`src/rtl/vector_line_engine.sv`:
```
// ============================================================================
//  vector_line_engine
//  Display-list vector renderer: walks polylines from a sync RAM on each
//  vblank rising edge and streams Bresenham pixels over valid/ready.
//  Revision: 1.0
// ============================================================================
`default_nettype none

module vector_line_engine #(
  parameter int COORD_W = 8,
  parameter int DATA_W  = 8,
  parameter int LIST_AW = 9
) (
  input  logic               clk,
  input  logic               reset,
  input  logic               enable,
  input  logic               vblank,
  output logic [LIST_AW-1:0] list_addr,
  input  logic [DATA_W-1:0]  list_data,
  output logic [COORD_W-1:0] pix_x,
  output logic [COORD_W-1:0] pix_y,
  output logic [7:0]         pix_colour,
  output logic               pix_valid,
  input  logic               pix_ready,
  output logic               busy,
  output logic               overrun
);

  localparam int EW = COORD_W + 2;

  typedef enum logic [3:0] {
    S_IDLE  = 4'd0,
    S_LEN   = 4'd1,
    S_ATTR  = 4'd2,
    S_SX    = 4'd3,
    S_SY    = 4'd4,
    S_PX    = 4'd5,
    S_PY    = 4'd6,
    S_SETUP = 4'd7,
    S_DRAW  = 4'd8
  } state_t;

  state_t               state_q, state_d;
  logic                 wait_q, wait_d;
  logic                 wrap_q, wrap_d;
  logic [LIST_AW-1:0]   addr_q, addr_d;
  logic                 vblank_last_q, vblank_last_d;
  logic                 overrun_q, overrun_d;
  logic                 abort_q, abort_d;
  logic [DATA_W-1:0]    n_q, n_d;
  logic [DATA_W-1:0]    seg_q, seg_d;
  logic [7:0]           attr_q, attr_d;
  logic [COORD_W-1:0]   x0_q, x0_d, y0_q, y0_d;
  logic [COORD_W-1:0]   x1_q, x1_d, y1_q, y1_d;
  logic [COORD_W-1:0]   cur_x_q, cur_x_d, cur_y_q, cur_y_d;
  logic                 sxn_q, sxn_d, syn_q, syn_d;
  logic signed [EW-1:0] dx_q, dx_d, dy_q, dy_d, err_q, err_d;

  logic                 start, term, restart, abort_req;
  logic [LIST_AW:0]     addr_inc;
  logic [COORD_W-1:0]   adx, ady;
  logic signed [EW:0]   e2, dx_ext, dy_ext;
  logic signed [EW-1:0] err_n;

  always_comb begin
    state_d       = state_q;
    wait_d        = wait_q;
    wrap_d        = wrap_q;
    addr_d        = addr_q;
    vblank_last_d = vblank;
    overrun_d     = overrun_q;
    abort_d       = abort_q;
    n_d           = n_q;
    seg_d         = seg_q;
    attr_d        = attr_q;
    x0_d          = x0_q;
    y0_d          = y0_q;
    x1_d          = x1_q;
    y1_d          = y1_q;
    cur_x_d       = cur_x_q;
    cur_y_d       = cur_y_q;
    sxn_d         = sxn_q;
    syn_d         = syn_q;
    dx_d          = dx_q;
    dy_d          = dy_q;
    err_d         = err_q;

    start     = vblank & ~vblank_last_q;
    term      = 1'b0;
    restart   = 1'b0;
    abort_req = 1'b0;
    addr_inc  = {1'b0, addr_q} + {{LIST_AW{1'b0}}, 1'b1};
    adx       = (x1_q >= x0_q) ? (x1_q - x0_q) : (x0_q - x1_q);
    ady       = (y1_q >= y0_q) ? (y1_q - y0_q) : (y0_q - y1_q);
    e2        = $signed({err_q, 1'b0});
    dx_ext    = $signed({dx_q[EW-1], dx_q});
    dy_ext    = $signed({dy_q[EW-1], dy_q});
    err_n     = err_q;

    case (state_q)
      S_IDLE: begin
        if (start && enable) restart = 1'b1;
      end

      // First cycle presents the address, second cycle samples the RAM word.
      S_LEN, S_ATTR, S_SX, S_SY, S_PX, S_PY: begin
        if (!wait_q) begin
          if (wrap_q) term = 1'b1;
          else        wait_d = 1'b1;
        end else begin
          wait_d           = 1'b0;
          {wrap_d, addr_d} = addr_inc;
          case (state_q)
            S_LEN: begin
              if (list_data == '0) begin
                term = 1'b1;
              end else begin
                n_d     = list_data;
                seg_d   = '0;
                state_d = S_ATTR;
              end
            end
            S_ATTR: begin
              attr_d  = 8'(list_data);
              state_d = S_SX;
            end
            S_SX: begin
              x1_d    = COORD_W'(list_data);
              state_d = S_SY;
            end
            S_SY: begin
              y1_d    = COORD_W'(list_data);
              state_d = S_PX;
            end
            S_PX: begin
              x0_d    = x1_q;
              x1_d    = COORD_W'(list_data);
              state_d = S_PY;
            end
            S_PY: begin
              y0_d    = y1_q;
              y1_d    = COORD_W'(list_data);
              state_d = S_SETUP;
            end
            default: ;
          endcase
        end
      end

      S_SETUP: begin
        cur_x_d = x0_q;
        cur_y_d = y0_q;
        sxn_d   = ~(x1_q > x0_q);
        syn_d   = ~(y1_q > y0_q);
        dx_d    = $signed({2'b00, adx});
        dy_d    = -$signed({2'b00, ady});
        err_d   = $signed({2'b00, adx}) - $signed({2'b00, ady});
        state_d = S_DRAW;
      end

      S_DRAW: begin
        if (pix_ready) begin
          if (cur_x_q == x1_q && cur_y_q == y1_q) begin
            seg_d   = seg_q + DATA_W'(1);
            state_d = (seg_d == n_q) ? S_LEN : S_PX;
          end else begin
            // Both axis tests use the pre-step error term.
            if (e2 >= dy_ext) begin
              err_n   = err_n + dy_q;
              cur_x_d = sxn_q ? (cur_x_q - COORD_W'(1)) : (cur_x_q + COORD_W'(1));
            end
            if (e2 <= dx_ext) begin
              err_n   = err_n + dx_q;
              cur_y_d = syn_q ? (cur_y_q - COORD_W'(1)) : (cur_y_q + COORD_W'(1));
            end
            err_d = err_n;
          end
        end
      end

      default: state_d = S_IDLE;
    endcase

    if (term) begin
      state_d   = S_IDLE;
      overrun_d = 1'b0;
      abort_d   = 1'b0;
    end

    // A start coinciding with list termination is simply a fresh pass.
    if (start && state_q != S_IDLE) begin
      if (term) begin
        if (enable) restart = 1'b1;
      end else begin
        abort_req = 1'b1;
        overrun_d = 1'b1;
      end
    end

    if (abort_q || abort_req) begin
      if (state_q != S_DRAW || pix_ready) begin
        abort_d = 1'b0;
        if (enable) restart = 1'b1;
        else        state_d = S_IDLE;
      end else begin
        abort_d = 1'b1;
      end
    end

    if (restart) begin
      state_d = S_LEN;
      addr_d  = '0;
      wait_d  = 1'b0;
      wrap_d  = 1'b0;
    end
  end

  always_ff @(posedge clk or posedge reset) begin
    if (reset) begin
      state_q       <= S_IDLE;
      wait_q        <= 1'b0;
      wrap_q        <= 1'b0;
      addr_q        <= '0;
      vblank_last_q <= 1'b0;
      overrun_q     <= 1'b0;
      abort_q       <= 1'b0;
      n_q           <= '0;
      seg_q         <= '0;
      attr_q        <= '0;
      x0_q          <= '0;
      y0_q          <= '0;
      x1_q          <= '0;
      y1_q          <= '0;
      cur_x_q       <= '0;
      cur_y_q       <= '0;
      sxn_q         <= 1'b0;
      syn_q         <= 1'b0;
      dx_q          <= '0;
      dy_q          <= '0;
      err_q         <= '0;
    end else begin
      state_q       <= state_d;
      wait_q        <= wait_d;
      wrap_q        <= wrap_d;
      addr_q        <= addr_d;
      vblank_last_q <= vblank_last_d;
      overrun_q     <= overrun_d;
      abort_q       <= abort_d;
      n_q           <= n_d;
      seg_q         <= seg_d;
      attr_q        <= attr_d;
      x0_q          <= x0_d;
      y0_q          <= y0_d;
      x1_q          <= x1_d;
      y1_q          <= y1_d;
      cur_x_q       <= cur_x_d;
      cur_y_q       <= cur_y_d;
      sxn_q         <= sxn_d;
      syn_q         <= syn_d;
      dx_q          <= dx_d;
      dy_q          <= dy_d;
      err_q         <= err_d;
    end
  end

  assign list_addr  = addr_q;
  assign pix_x      = cur_x_q;
  assign pix_y      = cur_y_q;
  assign pix_colour = attr_q;
  assign pix_valid  = (state_q == S_DRAW);
  assign busy       = (state_q != S_IDLE);
  assign overrun    = overrun_q;

endmodule

`default_nettype wire

```
`config.mk`:
```
export PLATFORM = sky130hd
export DESIGN_NAME = vector_line_engine
export DESIGN_NICKNAME = d
export VERILOG_FILES = /design/src/rtl/vector_line_engine.sv
export SDC_FILE = /design/constraint.sdc
export NUM_CORES = 1
export LEC_CHECK = 0
export BUFFER_PORTS_ARGS = -buffer_cell sky130_fd_sc_hd__buf_2
export CAP_MARGIN = 20
export CELL_PAD_IN_SITES_DETAIL_PLACEMENT = 0
export CELL_PAD_IN_SITES_GLOBAL_PLACEMENT = 1
export CORE_MARGIN = 1.5
export CORE_UTILIZATION = 52
export DETAILED_ROUTE_END_ITERATION = 12
export PLACE_DENSITY_LB_ADDON = 0.1
export SLEW_MARGIN = 20
export SYNTH_ARGS = -nofsm -noshare
export SYNTH_HDL_FRONTEND = slang
export SYNTH_SLANG_ARGS = --single-unit
```
`constraint.sdc`:
```
create_clock -name clk -period 6.55 [get_ports clk]
set_clock_uncertainty 0.2 [all_clocks]
set_input_delay 0.655 -clock clk [delete_from_list [all_inputs] [get_ports clk]]
set_output_delay 0.655 -clock clk [all_outputs]
set_load 0.02 [all_outputs]
```
==> results.yml <==
detailed_routing:
  drt_wl_total_um: 22620
  drc: 0
  postRouteAntennaNets: 0
  post_drt_wl_per_cell_um: 17.35
  routed-via-count: 7328
  vias_per_cell: 5.620
  drt_pre_antenna_iters: 5
  initialDrtViolationCount: 388
finish:
  syn_to_final_growth_pct: 11.65
  fillers: 1542
  drive_gt1_share_pct: 11.35
  nNetsFinal: 1181
  multi_input_area_mm2: 0.005475
  seq_area_mm2: 0.003003
  antenna_cells: 0
sta:
  min_period_ns: 4.495
  rsz0062_at_grt: "false"
  slew_viol_final: 0
  hold_viol: 0
  timing.final.crit_share_pct: 68.63
  tightest_slew_ns: 0.9885
  tns_ns: 0
  setup_viol: 0
  slew_headroom_pct: 33.86
  fmax_ghz: 0.2225
job:
  maxCapViolCount: 0
setup_path:
  arrival_ns: 4.56
  r2r-end: "err_q[8]"
  worstRegToRegCells: 18
  start_kind: "register"
  r2r_slack_ns: 2.06
  crit_fanout: 10
  r2r-start: "err_q[8]"
  path_class: "register to register"
  cp.required_ns: 6.61
  critPathCaptureType: "register"
floorplan:
  start_util_pct: 53.57
  die_x_um: 133.9
  die_y_um: 133.9
  num_rows: 47
  pin_count: 49
  dieArea_mm2: 0.01794
  core_mm2: 0.01664
placed_design:
  port-buffer-count: 48
  hpwl_um: 16870
  gp_congestion: 0.9213
global_routing:
  grt_overflow: 0
  grt_pass1_wl_um: 37180
  grt_usage_pct: 26.50
  antenna_found_initial: 0
  grt_max_degree: 66
  grt_pass1_vias: 7243
synthesis:
  ys_seq_elements: 120
  yosys.cell_types.count: 64
  syn_area_per_cell_um2: 8.673
  synthAdderAreaFrac_pct: 14.37
  synth_nets: 1138
  synthCells: 1028
  ys_warn_count: 0
  syn_area_mm2: 0.008916
  synthSimpleGateAreaFrac_pct: 16.12
  synth_mux_area_share_pct: 5.220
  synth_top_family_by_area: "compound AO/OA/AOI/OAI gates"
  synthXorXnorAreaFrac_pct: 7.466
  async_flop_share_pct: 100.0
  synth_compound_area_share_pct: 18.17
  synth_edf_count: 0
  ys_seq_area_share_pct: 33.68
  yosys_most_used_dff: "dfrtp_1"
clocking:
  clock-sinks: 120
  cts_tree: "yes"
  cts_setup_buffers: 0
  clk_latency_ns: 0.42
  cts_made_buffers: 17
  htree_levels: 4
  clockBufferDepth: 2
  path_clk_slew_ns: 0.06
  hold_buffers: 0
  cts-root-buf: "clkbuf_16"
  cts_resized: 0
hold_path:
  min_to: "vblank_last_q"
  worstHoldStart: "vblank"
  hp-class: "input port to register"
  hold_depth: 1
status:
  outcome: "completed"
[per-stage QoR]
step	worst slack, ns	util (%)	std cells	area [um^2]	hold slack [ns]
global route	1.697	59.82	1304	9955	0.1451
detailed placement	2.093	56.29	1272	9368	0.2795
CTS	2.061	59.82	1304	9955	0.1403
finish	2.055	59.82	1304	9955	0.1539
global placement	2.167	56.29	1272	9368	0.2768
floorplan	2.509	-	1028	8916	0.2652
[metal layers]
metal | GRT usage [%] | wire length (um) | vias to the layer above
li1 | - | - | 3679
met1 | 34.20 | 10330 | 3483
met2 | 44.50 | 10890 | 128
met3 | 4.875 | 774 | 38
met4 | 9.722 | 621 | 0
met5 | 0 | 0 | -
[critical path: stages (launching register included)]
cell	delay [ns]
dfrtp_1	0.45
ha_1	0.35
nand3_1	0.09
nor3_1	0.20
o211ai_1	0.13
a21oi_1	0.37
or2_1	0.48
mux2_1	0.39
ha_1	0.20
inv_1	0.07
fa_1	0.20
nor2b_1	0.05
o21ai_0	0.20
a21oi_1	0.13
o31a_1	0.31
nor2_1	0.12
o221ai_1	0.11
a31oi_1	0.19
a21oi_1	0.08
[layout make-up]
type	count	share of cell area (%)
multi-input cells	792	55.00
flip-flops and latches	120	30.17
clock buffers	18	4.412
inverters	85	3.230
repair buffers	55	2.941
well taps	220	2.765
clock inverters	14	1.483
[synth_stat cells, drive strengths merged, types with 20 or more instances]
cell type    n  area (um^2)
mux2        25        285.3
clkbuf      28        105.1
dfrtp      120         3003
nand4       20        125.1
inv         85        319.1
o21ai       96        480.5
nand3       25        125.1
nand2      136        510.5
a21oi       69        345.3
nor2        62        232.7
xnor2       58        508.0
ha          88         1101
[worst max path at each step]
stage / from / end / slack, ns
2_1_floorplan: reset / abort_q / 2.51
3_3_place_gp: err_q[9] / err_q[9] / 2.17
3_5_place_dp: err_q[9] / err_q[7] / 2.09
4_1_cts: err_q[8] / err_q[7] / 2.06
5_1_grt: err_q[8] / err_q[8] / 1.70
6_report: err_q[8] / err_q[8] / 2.06
[kinds of logic after synthesis]
logic type,count (synthesis)
DFF,120
AOI/OAI and AO/OA,262
muxes,43
xor gates and xnor gates,76
buffers and inverters,116
and+or+nand+nor,314
adders and majority gates,97
[cells in the final DEF, fill, tap and decap left out, drive strengths merged, types with 4 or more instances in the layout]
| master | n |
|---|---|
| mux2 | 25 |
| o21bai | 6 |
| a221oi | 4 |
| a21o | 18 |
| nand2 | 136 |
| o211a | 5 |
| inv | 88 |
| clkbuf | 18 |
| xnor2 | 58 |
| o21ai | 96 |
| nand2b | 7 |
| a21oi | 69 |
| o21a | 7 |
| a211oi | 8 |
| mux2i | 18 |
| clkinv | 7 |
| and2 | 10 |
| nand4 | 20 |
| nor4 | 4 |
| dfrtp | 120 |
| buf | 55 |
| nor2b | 8 |
| or3 | 4 |
| o211ai | 10 |
| xor2 | 18 |
| or2 | 4 |
| nand3 | 25 |
| fa | 9 |
| and3 | 6 |
| a31oi | 12 |
| nor2 | 62 |
| nor3 | 18 |
| ha | 88 |
[state kept, by name, summed over array words and instances (netlist names)]
| name | count |
|---|---|
| sxn_q | 1 |
| y1_q | 8 |
| x1_q | 8 |
| pix_x | 8 |
| dx_q | 8 |
| pix_y | 8 |
| syn_q | 1 |
| pix_colour | 8 |
| seg_q | 8 |
| err_q | 10 |
| wrap_q | 1 |
| list_addr | 9 |
| vblank_last_q | 1 |
| x0_q | 8 |
| abort_q | 1 |
| wait_q | 1 |
| n_q | 8 |
| state_q | 4 |
| dy_q | 10 |
| y0_q | 8 |
| overrun | 1 |
Power is left out: the tool's default activity adds up to more than one toggle a clock period on the data nets, which glitch-free logic cannot reach.
